## config.mk

```make
export PLATFORM = sky130hd
export DESIGN_NAME = apb_master_arb
export DESIGN_NICKNAME = d
export VERILOG_FILES = /design/src/rtl/apb_master_arb.sv
export SDC_FILE = /design/constraint.sdc
export NUM_CORES = 1
export LEC_CHECK = 0
export BUFFER_PORTS_ARGS = -buffer_cell sky130_fd_sc_hd__buf_2
export CAP_MARGIN = 20
export CORE_AREA = 2 2 106 108
export CTS_BUF_LIST = sky130_fd_sc_hd__clkbuf_2 sky130_fd_sc_hd__clkbuf_4 sky130_fd_sc_hd__clkbuf_8
export CTS_CLUSTER_DIAMETER = 60
export DETAILED_ROUTE_END_ITERATION = 7
export DIE_AREA = 0 0 108 110
export PLACE_DENSITY = 0.8
export SETUP_SLACK_MARGIN = 0.5
export SLEW_MARGIN = 20
export SYNTH_ARGS = -nofsm -noshare
export SYNTH_HDL_FRONTEND = slang
export SYNTH_SLANG_ARGS = --single-unit
export TNS_END_PERCENT = 50
```

## constraint.sdc

```tcl
create_clock -name PCLK -period 1.92 [get_ports PCLK]
set_input_delay 0.384 -clock PCLK [delete_from_list [all_inputs] [get_ports PCLK]]
set_output_delay 0.384 -clock PCLK [all_outputs]
set_load 0.005 [all_outputs]
```

## src/rtl/apb_master_arb.sv

```systemverilog
// Two-requester APB master: round-robin arbiter feeding a single IDLE/SETUP/ACCESS bus FSM.
// Define APB_TIMEOUT_EN to abort ACCESS phases that wait TIMEOUT_CYCLES without PREADY.
module apb_master_arb #(
  parameter int unsigned DATA_WIDTH     = 32,
  parameter int unsigned ADDR_WIDTH     = 32,
  parameter int unsigned TIMEOUT_CYCLES = 16
) (
  input  logic                    PCLK,
  input  logic                    PRESETn,
  input  logic [1:0]              REQ_VALID,
  input  logic [1:0]              REQ_WRITE,
  input  logic [2*ADDR_WIDTH-1:0] REQ_ADDR,
  input  logic [2*DATA_WIDTH-1:0] REQ_WDATA,
  output logic [1:0]              REQ_GNT,
  output logic [1:0]              RSP_VALID,
  output logic [DATA_WIDTH-1:0]   RSP_RDATA,
  output logic                    RSP_ERR,
  output logic                    PSELx,
  output logic                    PENABLE,
  output logic                    PWRITE,
  output logic [ADDR_WIDTH-1:0]   PADDR,
  output logic [DATA_WIDTH-1:0]   PWDATA,
  input  logic                    PREADY,
  input  logic [DATA_WIDTH-1:0]   PRDATA,
  input  logic                    PSLVERR
);

  typedef enum logic [1:0] {StIdle, StSetup, StAccess} state_e;

  state_e state_q;
  logic   ptr_q;
  logic   owner_q;
  logic   winner;

  if (TIMEOUT_CYCLES < 2) begin : g_tmo_check
    $error("TIMEOUT_CYCLES must be at least 2");
  end

`ifdef APB_TIMEOUT_EN
  localparam int unsigned TmoW = $clog2(TIMEOUT_CYCLES + 1);
  localparam logic [TmoW-1:0] TmoLast = TmoW'(TIMEOUT_CYCLES - 1);
  logic [TmoW-1:0] tmo_q;
`endif

  // On a tie the pointer decides; otherwise the lone requester wins.
  always_comb begin
    if (REQ_VALID == 2'b11) winner = ptr_q;
    else                    winner = REQ_VALID[1];
  end

  // Registers are one cycle ahead of the bus: StSetup drives the SETUP phase out, and
  // PENABLE distinguishes the SETUP cycle from ACCESS cycles while in StAccess.
  always_ff @(posedge PCLK or negedge PRESETn) begin
    if (!PRESETn) begin
      state_q   <= StIdle;
      ptr_q     <= 1'b0;
      owner_q   <= 1'b0;
      REQ_GNT   <= '0;
      RSP_VALID <= '0;
      RSP_RDATA <= '0;
      RSP_ERR   <= 1'b0;
      PSELx     <= 1'b0;
      PENABLE   <= 1'b0;
      PWRITE    <= 1'b0;
      PADDR     <= '0;
      PWDATA    <= '0;
`ifdef APB_TIMEOUT_EN
      tmo_q     <= '0;
`endif
    end else begin
      REQ_GNT   <= '0;
      RSP_VALID <= '0;
      unique case (state_q)
        StIdle: begin
          if (|REQ_VALID) begin
            REQ_GNT <= winner ? 2'b10 : 2'b01;
            owner_q <= winner;
            ptr_q   <= ~winner;
            PWRITE  <= REQ_WRITE[winner];
            PADDR   <= winner ? REQ_ADDR[2*ADDR_WIDTH-1:ADDR_WIDTH] : REQ_ADDR[ADDR_WIDTH-1:0];
            PWDATA  <= winner ? REQ_WDATA[2*DATA_WIDTH-1:DATA_WIDTH] : REQ_WDATA[DATA_WIDTH-1:0];
            state_q <= StSetup;
          end
        end
        StSetup: begin
          PSELx   <= 1'b1;
          PENABLE <= 1'b0;
`ifdef APB_TIMEOUT_EN
          tmo_q   <= '0;
`endif
          state_q <= StAccess;
        end
        StAccess: begin
          if (!PENABLE) begin
            PENABLE <= 1'b1;
          end else if (PREADY) begin
            PSELx     <= 1'b0;
            PENABLE   <= 1'b0;
            RSP_VALID <= owner_q ? 2'b10 : 2'b01;
            RSP_ERR   <= PSLVERR;
            RSP_RDATA <= PWRITE ? '0 : PRDATA;
            state_q   <= StIdle;
`ifdef APB_TIMEOUT_EN
          end else if (tmo_q == TmoLast) begin
            PSELx     <= 1'b0;
            PENABLE   <= 1'b0;
            RSP_VALID <= owner_q ? 2'b10 : 2'b01;
            RSP_ERR   <= 1'b1;
            RSP_RDATA <= '0;
            state_q   <= StIdle;
          end else begin
            tmo_q <= tmo_q + 1'b1;
`endif
          end
        end
        default: state_q <= StIdle;
      endcase
    end
  end

endmodule

```

==> results of run 1 <==
final timing paths:
| path | depth (start not counted) | endpoint | slack, ns | start |
|---|---|---|---|---|
| min | 2 | PADDR[23]$_DFFE_PN0P_ | 0.08 | PRESETn |
| max | 5 | state_q[1]$_DFFE_PN0P_ | 0.32 | state_q[1]$_DFFE_PN0P_ |
| min reg2reg | 1 | RSP_VALID[0]$_DFF_PN0_ | 0.48 | owner_q$_DFFE_PN0P_ |
| max reg2reg | 5 | state_q[1]$_DFFE_PN0P_ | 0.32 | state_q[1]$_DFFE_PN0P_ |
| min in group PCLK | 2 | PWDATA[7]$_DFFE_PN0P_ | 0.24 | REQ_WDATA[39] |
| max in group asynchronous | 2 | PWDATA[2]$_DFFE_PN0P_ | 1.42 | PRESETn |
per-stage QoR:
| stage | total power [mW] | setup WS [ns] | area, um2 |
|---|---|---|---|
| 2_1_floorplan | 6.04 | 0.434 | 4710 |
| 3_3_place_gp | 7.59 | 0.314 | 6180 |
| 3_5_place_dp | 7.74 | 0.216 | 6180 |
| 4_1_cts | 9.55 | 0.326 | 6610 |
| 5_1_grt | 10.5 | 0.286 | 6740 |
| 6_report | 9.80 | 0.324 | 6740 |
area by class of cell:
type                            count  area [um2]
Timing Repair Buffer              300        1750
Sequential cell                   108        2700
Fill cell                         844        3960
Multi-Input combinational cell    262        1900
Tap cell                          140         175
Clock inverter                      4        51.3
Antenna cell                        1        2.50
Inverter                            5        18.8
Clock buffer                       11         139
critical path, stage by stage (launching register included):
cell,delay [ns]
dfrtp_1,0.41
buf_4,0.17
ha_4,0.16
nor2b_4,0.13
a211oi_4,0.29
mux2_4,0.33
repair_timing:
item | in CTS | in global routing
setup buffers | 10 | 6
cloned | 3 | 2
setup endpoints to repair | 94 | 102
hold buffers | 0 | 0
resized for setup | 19 | 14
pin swaps | 3 | 9
per-layer routing:
| metal | vias to the layer above | global-route usage | wire length, um |
|---|---|---|---|
| met4 | 0 | 0.0934 | 306 |
| li1 | 2013 | - | - |
| met3 | 24 | 0.0647 | 1290 |
| met5 | - | 0 | 0 |
| met2 | 219 | 0.405 | 7310 |
| met1 | 2073 | 0.266 | 5570 |
where the power goes:
| group | switching [mW] | internal, mW |
|---|---|---|
| registers | 0.522 | 3.23 |
| logic | 2.08 | 2.60 |
| clock network | 0.737 | 0.626 |
sequential cells by signal (all words and copies together), names as in the netlist:
| name | count |
|---|---|
| PADDR | 32 |
| PWDATA | 32 |
| RSP_RDATA | 32 |
| REQ_GNT | 2 |
| RSP_VALID | 2 |
| state_q | 2 |
| PENABLE | 1 |
| PSELx | 1 |
| PWRITE | 1 |
| RSP_ERR | 1 |
| owner_q | 1 |
| ptr_q | 1 |
cells by family (layout without fill, tap and decap cells):
group	Yosys count	in the layout	share of synthesized area
simple gates	142	142	0.168
mux	3	3	0.00721
buf+inv	36	320	0.0435
fa+ha+maj	5	5	0.0134
flops	108	108	0.577
other cells	0	1	0
compound gates	112	112	0.191
synth_stat cells:
library cell | instances | area (um2)
o21ai_2 | 1 | 8.76
nand2b_1 | 32 | 200
a31oi_1 | 3 | 18.8
nand3_1 | 2 | 10.0
a211oi_1 | 1 | 7.51
o21ai_0 | 36 | 180
dfrtp_1 | 108 | 2700
o21a_1 | 1 | 7.51
buf_2 | 7 | 35.0
nand2b_2 | 1 | 8.76
ha_1 | 5 | 62.6
nand2_1 | 34 | 128
nor2b_1 | 3 | 18.8
a221o_1 | 62 | 621
clkbuf_1 | 16 | 60.1
and3_1 | 1 | 6.26
a21oi_2 | 1 | 8.76
o31ai_1 | 2 | 15.0
inv_1 | 5 | 18.8
a21oi_1 | 3 | 15.0
mux2_2 | 3 | 33.8
nor2_1 | 7 | 26.3
and2_1 | 62 | 388
buf_6 | 8 | 90.1
a21o_1 | 2 | 15.0
==> summary.txt, run 1 <==
Floorplan
  • FP Rows: 38
  • Ports: 272
  • Die Y-Extent: 110 um
  • Die area: 0.0119 mm2
  • Core Region: 0.0107 mm2
  • DIE WIDTH: 108 um
  • Initial core utilization: 0.438

STA
  • Setup violations, final: 0
  • Setup_tns: 0 ns
  • Hold_ws: 0.0755 ns
  • RSZ-0062 raised after global routing: yes
  • Max_slew headroom: 0.628
  • Hold Vio Cnt, Final: 0
  • Final Cycle Share: 0.831
  • F_max: 0.626 GHz
  • Max-slew violations: 0
  • Final Skew: 0.0139 ns
  • Tmin final: 1.60 ns
  • Worst slew pin tran: 0.558 ns

Routing
  • Post-route ant nets: 0
  • Avg WL per Cell: 17.4 um
  • Final wirelength: 14500 um
  • Post-route DRC: 0
  • DR pass1 iterations: 5
  • Starting DRT DRC Count: 225
  • Via density: 5.21
  • Vias: 4329

Finish
  • Share of layout cells above drive strength 1: 0.493
  • Nets: 859
  • Non-Filler Instances: 831
  • Final core occ: 0.630
  • Commonest non-fill, non-tap cell in the layout: buf_2
  • Most frequent cells in the layout: buf_2, dfrtp_1, a221o_1, and2_1, o21ai_0
  • Syn-to-layout area delta: 43.8%

CTS
  • Clk sink count: 108
  • Worst-Skew Late Latency: 0.37 ns
  • Root Buffer: clkbuf_8
  • Clock transition at path regs: 0.10 ns
  • CTS buffer count: 9
  • CTS H-tree depth: 3
  • Longest Clk Path Bufs: 2
  • CTS tree: yes

Synth
  • Area of the mapped netlist: 0.00469 mm2
  • Syn_nets: 579
  • Part of the Yosys area used for sequential elements: 0.577
  • Number of synthesized register bits: 108
  • Library cells used by synthesis: 25
  • Synthesized area per cell: 11.5 um2
  • YS warnings: 0
  • Gate Count Post-Synth: 406

Place
  • Dpl hpwl: 9560 um
  • Post-Place Cells: 794
  • Count of port buffers added during placement: 271
  • RePlAce Congestion: 0.848

Power and ir drop
  • Pleak: 3.54 nW
  • PwrDens: 1450 mW/mm2
  • Worst IR drop on VDD: 668 uV

Setup path
  • Worst Path Max Fanout: 3
  • Crit end category: flop
  • Worst Setup Start Kind: flop
  • Worst EP required: 2.18 ns
  • Critical path arrival: 1.86 ns
  • Worst Setup Path Type: reg2reg

Global route
  • Largest net degree at the start of global routing: 109
  • Vias in the first global route: 4201
  • Initial antenna violation count: 1
  • GR Overflow Total: 0
  • Global-route wire length before repair: 20900 um
  • All-Layer GR Usage: 0.230

Outcome
  • Status: complete, no violations

Min path
  • Worst min path class: in2async

Job
  • MaxCap Viol Count: 0
No activity file was read; power rests on OpenSTA's default activity.
==> run 2, diff against run 1 <==
CORE_AREA = default   (was 2 2 106 108)
CORE_UTILIZATION = 41   (was default)
DIE_AREA = default   (was 0 0 108 110)
PLACE_DENSITY = 0.79   (was 0.8)
clock period = 1.4 ns   (was 1.92 ns; I/O delays follow)
==> summary.txt, run 2 (same netlist as run 1, synthesis figures left out) <==
STA
  • F_max: 0.619 GHz
  • Worst setup margin: -0.217 ns
  • RSZ-0062 raised after global routing: yes
  • Final Cycle Share: 1.15
  • Setup violations, final: 101
  • Max-slew violations: 0
  • Final Skew: 0.0209 ns
  • Tmin final: 1.62 ns
  • Hold Vio Cnt, Final: 0
  • Worst slew pin tran: 0.355 ns
  • Max_slew headroom: 0.763

Power and ir drop
  • Pleak: 3.73 nW
  • Internal power: 8.95 mW
  • Tot Pwr: 13.9 mW
  • Switching power: 4.99 mW
  • Clock power frac: 0.132
  • Worst IR drop on VDD: 1290 uV
  • Switching Fraction: 0.358
  • Seq pwr share: 0.383
  • Comb pwr share: 0.485
  • PwrDens: 1910 mW/mm2

Finish
  • Nets: 873
  • Share of layout cells above drive strength 1: 0.590
  • Biggest regs: PADDR x32, PWDATA x32, RSP_RDATA x32
  • Commonest non-fill, non-tap cell in the layout: buf_2
  • Syn-to-layout area delta: 56.1%
  • Most frequent cells in the layout: buf_2, dfrtp_1, a221o_1, and2_1, nand2b_1
  • # fillers: 778
  • Design area: 0.00731 mm2
  • Non-Filler Instances: 847
  • Final core occ: 0.666

Min path
  • Hold Startpoint: REQ_WDATA[58]
  • Worst min path class: in2reg
  • Hold EP: PWDATA[26]$_DFFE_PN0P_
  • Hold path depth: 2

Place
  • RePlAce Congestion: 0.785
  • Area post-placement: 0.00633 mm2
  • Count of port buffers added during placement: 271
  • Worst slack, placed: -0.161 ns
  • Post-Place Cells: 809
  • Dpl hpwl: 9800 um

Job
  • MaxCap Viol Count: 0

Setup path
  • Critical path arrival: 1.89 ns
  • Crit end category: flop
  • Worst EP required: 1.67 ns
  • Worst reg2reg setup slack: -0.22 ns
  • R2r worst-path depth: 6
  • Worst reg2reg endpoint: PWDATA[20]$_DFFE_PN0P_
  • R2r startpoint: state_q[1]$_DFFE_PN0P_
  • Worst Setup Path Type: reg2reg
  • Worst Path Max Fanout: 20
  • Worst Setup Start Kind: flop

CTS
  • Clk sink count: 108
  • Longest Clk Path Bufs: 2
  • CTS tree: yes
  • CTS buffer count: 9
  • Root Buffer: clkbuf_8
  • CTS H-tree depth: 3
  • Worst-Skew Late Latency: 0.39 ns
  • Clock transition at path regs: 0.11 ns

Routing
  • Post-route DRC: 0
  • Avg WL per Cell: 18.1 um
  • Via density: 5.26
  • Post-route ant nets: 0
  • Starting DRT DRC Count: 388
  • Final wirelength: 15300 um
  • Vias: 4456
  • DR pass1 iterations: 5

Outcome
  • Status: finished with violations
  • Failing checks: negative setup slack

Floorplan
  • DIE WIDTH: 109 um
  • Initial core utilization: 0.427
  • FP Rows: 38
  • Core Region: 0.0110 mm2
  • Die area: 0.0119 mm2
  • Die Y-Extent: 109 um
  • Ports: 272

Global route
  • Vias in the first global route: 4380
  • Largest net degree at the start of global routing: 64
  • GR Overflow Total: 0
  • All-Layer GR Usage: 0.229
  • Initial antenna violation count: 2
  • Global-route wire length before repair: 20800 um
run 2: changes by cell type in the layout (fill, tap and decap cells not counted), moves of 3 or more:
cell       previous run  this run
o21ai_0              36         3
nand2_1              34         2
nand2_4               0        24
o21ai_2               0        22
o21ai_1               0        10
nand2_2               0         8
buf_12                6        10
buf_6                 5         9
clkbuf_16             2         5
inv_6                 0         3
nor2_1                7         4
run 2: worst max-delay path by stage:
stage,to,cells after the start,slack [ns],start
after floorplan,PADDR[0]$_DFFE_PN0P_,7,-0.09,state_q[1]$_DFFE_PN0P_
after global placement,state_q[1]$_DFFE_PN0P_,5,-0.10,state_q[0]$_DFFE_PN0P_
after detailed placement,state_q[0]$_DFFE_PN0P_,5,-0.16,state_q[0]$_DFFE_PN0P_
after CTS,state_q[1]$_DFFE_PN0P_,5,-0.14,state_q[0]$_DFFE_PN0P_
after global routing,PADDR[15]$_DFFE_PN0P_,6,-0.25,state_q[1]$_DFFE_PN0P_
final,PWDATA[20]$_DFFE_PN0P_,6,-0.22,state_q[1]$_DFFE_PN0P_
run 2: timing repair:
item | 4_1_cts | 5_1_grt
resized for setup | 34 | 127
endpoints found under the setup margin | 212 | 212
gates cloned | 2 | 6
hold endpoints to repair | 108 | 0
pin swaps | 4 | 49
hold buffers | 1 | 0
setup buffers | 8 | 3
run 2: stage by stage:
stage	setup TNS, ns	hold WS (ns)
6_report	-14.43	0.109
3_3_place_gp	-5.45	0.292
2_1_floorplan	-3.75	-0.0156
5_1_grt	-19.49	0.0873
4_1_cts	-9.71	0.0907
3_5_place_dp	-10.35	0.298
run 2: area by class of cell:
type,count,area [um2],area share
antenna,2,5.00,0.000684
clock buffer,10,138,0.0188
clock inverter,6,45.0,0.00616
inverter,5,21.3,0.00291
multi-input combinational,262,2240,0.307
sequential,108,2710,0.370
tap,140,175,0.0240
timing repair buffer,314,1980,0.271
run 2: power by group through the flow:
stage               sequential, mW  clock, mW  combinational [mW]
detailed placement            5.19          0                5.61
global route                  5.47       2.04                7.34
CTS                           5.14       1.88                5.90
floorplan                     5.20          0                3.15
global placement              5.14          0                5.39
finish                        5.34       1.84                6.76
run 2: metal layers:
layer,routed length (um),global-route usage,share of wire
met4,336,0.0985,0.022
met1,5900,0.260,0.39
met3,1200,0.0783,0.079
met2,7860,0.389,0.51
met5,0,0,0
run 2: worst max-delay path: stages (launching register included):
cell and delay, ns:
dfrtp_2 0.48, inv_2 0.11, ha_4 0.18, o21ai_4 0.12, clkbuf_16 0.20, and2_1 0.16, a221o_1 0.26
==> run 3, diff against run 2 <==
CORE_AREA = 2 2 106 108   (was default)
CORE_UTILIZATION = default   (was 41)
DIE_AREA = 0 0 108 110   (was default)
PLACE_DENSITY = 0.8   (was 0.79)
REMOVE_ABC_BUFFERS = 1   (was default)
clock period = 1.6 ns   (was 1.4 ns; I/O delays follow)
==> summary.txt, run 3 (same netlist as run 1, synthesis figures left out) <==
Job
  • MaxCap Viol Count: 0

Place
  • Count of port buffers added during placement: 271
  • Dpl hpwl: 9950 um
  • Worst slack, placed: -0.0756 ns
  • RePlAce Congestion: 0.842

CTS
  • CTS tree: yes
  • Longest Clk Path Bufs: 2
  • Root Buffer: clkbuf_8
  • Worst-Skew Late Latency: 0.36 ns
  • Clock transition at path regs: 0.10 ns
  • CTS buffer count: 9
  • Clk sink count: 108
  • CTS H-tree depth: 3

STA
  • Final Cycle Share: 0.979
  • Max_slew headroom: 0.620
  • Hold Vio Cnt, Final: 0
  • RSZ-0062 raised after global routing: yes
  • Tmin final: 1.57 ns
  • Final Skew: 0.0105 ns
  • F_max: 0.638 GHz
  • Setup violations, final: 0
  • Max-slew violations: 0
  • Hold_ws: 0.0333 ns
  • Worst slew pin tran: 0.570 ns
  • Worst setup margin: 0.0333 ns

Power and ir drop
  • PwrDens: 1740 mW/mm2
  • Pleak: 3.64 nW
  • Worst IR drop on VDD: 846 uV

Setup path
  • Slowest cell on the critical path: dfrtp_1
  • Source of the critical timing path: state_q[0]$_DFFE_PN0P_
  • Worst Path Max Fanout: 22
  • R2r startpoint: state_q[0]$_DFFE_PN0P_
  • CP bufs+invs: 2
  • Worst reg2reg setup slack: 0.03 ns
  • Worst Setup Path Type: reg2reg
  • Worst EP required: 1.85 ns
  • Cell family with most CP delay: flip-flops
  • Critical path arrival: 1.81 ns
  • Crit-path cells: inv_2, ha_4, o21ai_4, clkbuf_16, and2_1, a221o_1
  • Worst Setup Start Kind: flop
  • Critical path's largest stage delay: 0.40 ns
  • Crit end category: flop

Floorplan
  • Core Region: 0.0107 mm2
  • Die area: 0.0119 mm2
  • DIE WIDTH: 108 um
  • Initial core utilization: 0.438
  • Ports: 272
  • FP Rows: 38
  • Die Y-Extent: 110 um

Global route
  • Global-route wire length before repair: 21400 um
  • Largest net degree at the start of global routing: 109
  • GR Overflow Total: 0
  • All-Layer GR Usage: 0.231
  • Initial antenna violation count: 2
  • Vias in the first global route: 4458

Finish
  • Biggest regs: PADDR x32, PWDATA x32, RSP_RDATA x32
  • Share of layout cells above drive strength 1: 0.563
  • # fillers: 847
  • Commonest non-fill, non-tap cell in the layout: buf_2
  • Nets: 871
  • Syn-to-layout area delta: 49.9%
  • Most frequent cells in the layout: buf_2, dfrtp_1, a221o_1, and2_1, nand2b_1

Routing
  • Post-route DRC: 0
  • Via density: 5.31
  • Starting DRT DRC Count: 320
  • DR pass1 iterations: 4
  • Vias: 4482
  • Post-route ant nets: 0
  • Avg WL per Cell: 18.2 um
  • Final wirelength: 15300 um

Min path
  • Worst min path class: in2async

Outcome
  • Status: complete, no violations
-- run 3: changes by cell type in the layout (fill, tap and decap cells not counted), sizes merged --
cell         delta
buf             +1
bufinv          +1
clkbuf          -1
clkinv          -2
clkinvlp        +1
diode           -1
dlygate4sd3     -1
inv             -3
nand3           +2
-- run 3: power breakdown --
part	switching [mW]	internal [mW]
clock	0.913	0.894
combinational	2.64	3.23
sequential	0.682	3.88
-- run 3: metrics by stage --
| stage | std cells | power, mW | setup TNS (ns) | area [um2] | utilization |
|---|---|---|---|---|---|
| floorplan | 375 | 6.95 | -78.67 | 4500 | - |
| CTS | 831 | 11.6 | 0 | 6650 | 0.622 |
| detailed placement | 808 | 9.41 | -2.41 | 6270 | 0.586 |
| global placement | 808 | 9.16 | 0 | 6270 | 0.586 |
| finish | 844 | 12.2 | 0 | 7020 | 0.656 |
| global route | 844 | 13.0 | -0.0489 | 7020 | 0.656 |
-- run 3: worst reg2reg max path: stages (launching register included) --
cell and delay [ns]:
dfrtp_1 0.40, inv_2 0.13, ha_4 0.19, o21ai_4 0.11, clkbuf_16 0.21, and2_1 0.18, a221o_1 0.25
-- run 3: timing repair --
item                       4_1_cts  5_1_grt
buffers inserted                 5        6
pin swaps                        3       28
hold buffers                     0        0
gates resized for setup         26      100
cloned                           2        6
setup endpoints to repair      211      212
-- run 3: layer usage --
metal / global-route usage / share of wire / vias to the layer above
li1: - / - / 2036
met1: 0.273 / 0.38 / 2211
met2: 0.407 / 0.53 / 201
met3: 0.0576 / 0.069 / 32
met4: 0.0907 / 0.021 / 2
met5: 0 / 0.00085 / -
-- run 3: cell type report --
cell class                 instances  area, um2  area share
inverter                           5       18.8     0.00267
sequential                       108       2710       0.385
clock inverter                     3       42.5     0.00606
multi-input combinational        264       2080       0.296
antenna                            1       2.50    0.000356
timing repair buffer             310       1820       0.260
tap                              140        175      0.0249
clock buffer                      13        179      0.0255
-- run 3: worst paths after layout --
path / to / cells after the start
hold / removal: RSP_RDATA[3]$_DFFE_PN0P_ / 2
setup / recovery: PWDATA[16]$_DFFE_PN0P_ / 6
max in group asynchronous: PWRITE$_DFFE_PN0P_ / 2
setup reg to reg: PWDATA[16]$_DFFE_PN0P_ / 6
min in group PCLK: PADDR[14]$_DFFE_PN0P_ / 2
hold reg to reg: RSP_VALID[0]$_DFF_PN0_ / 1
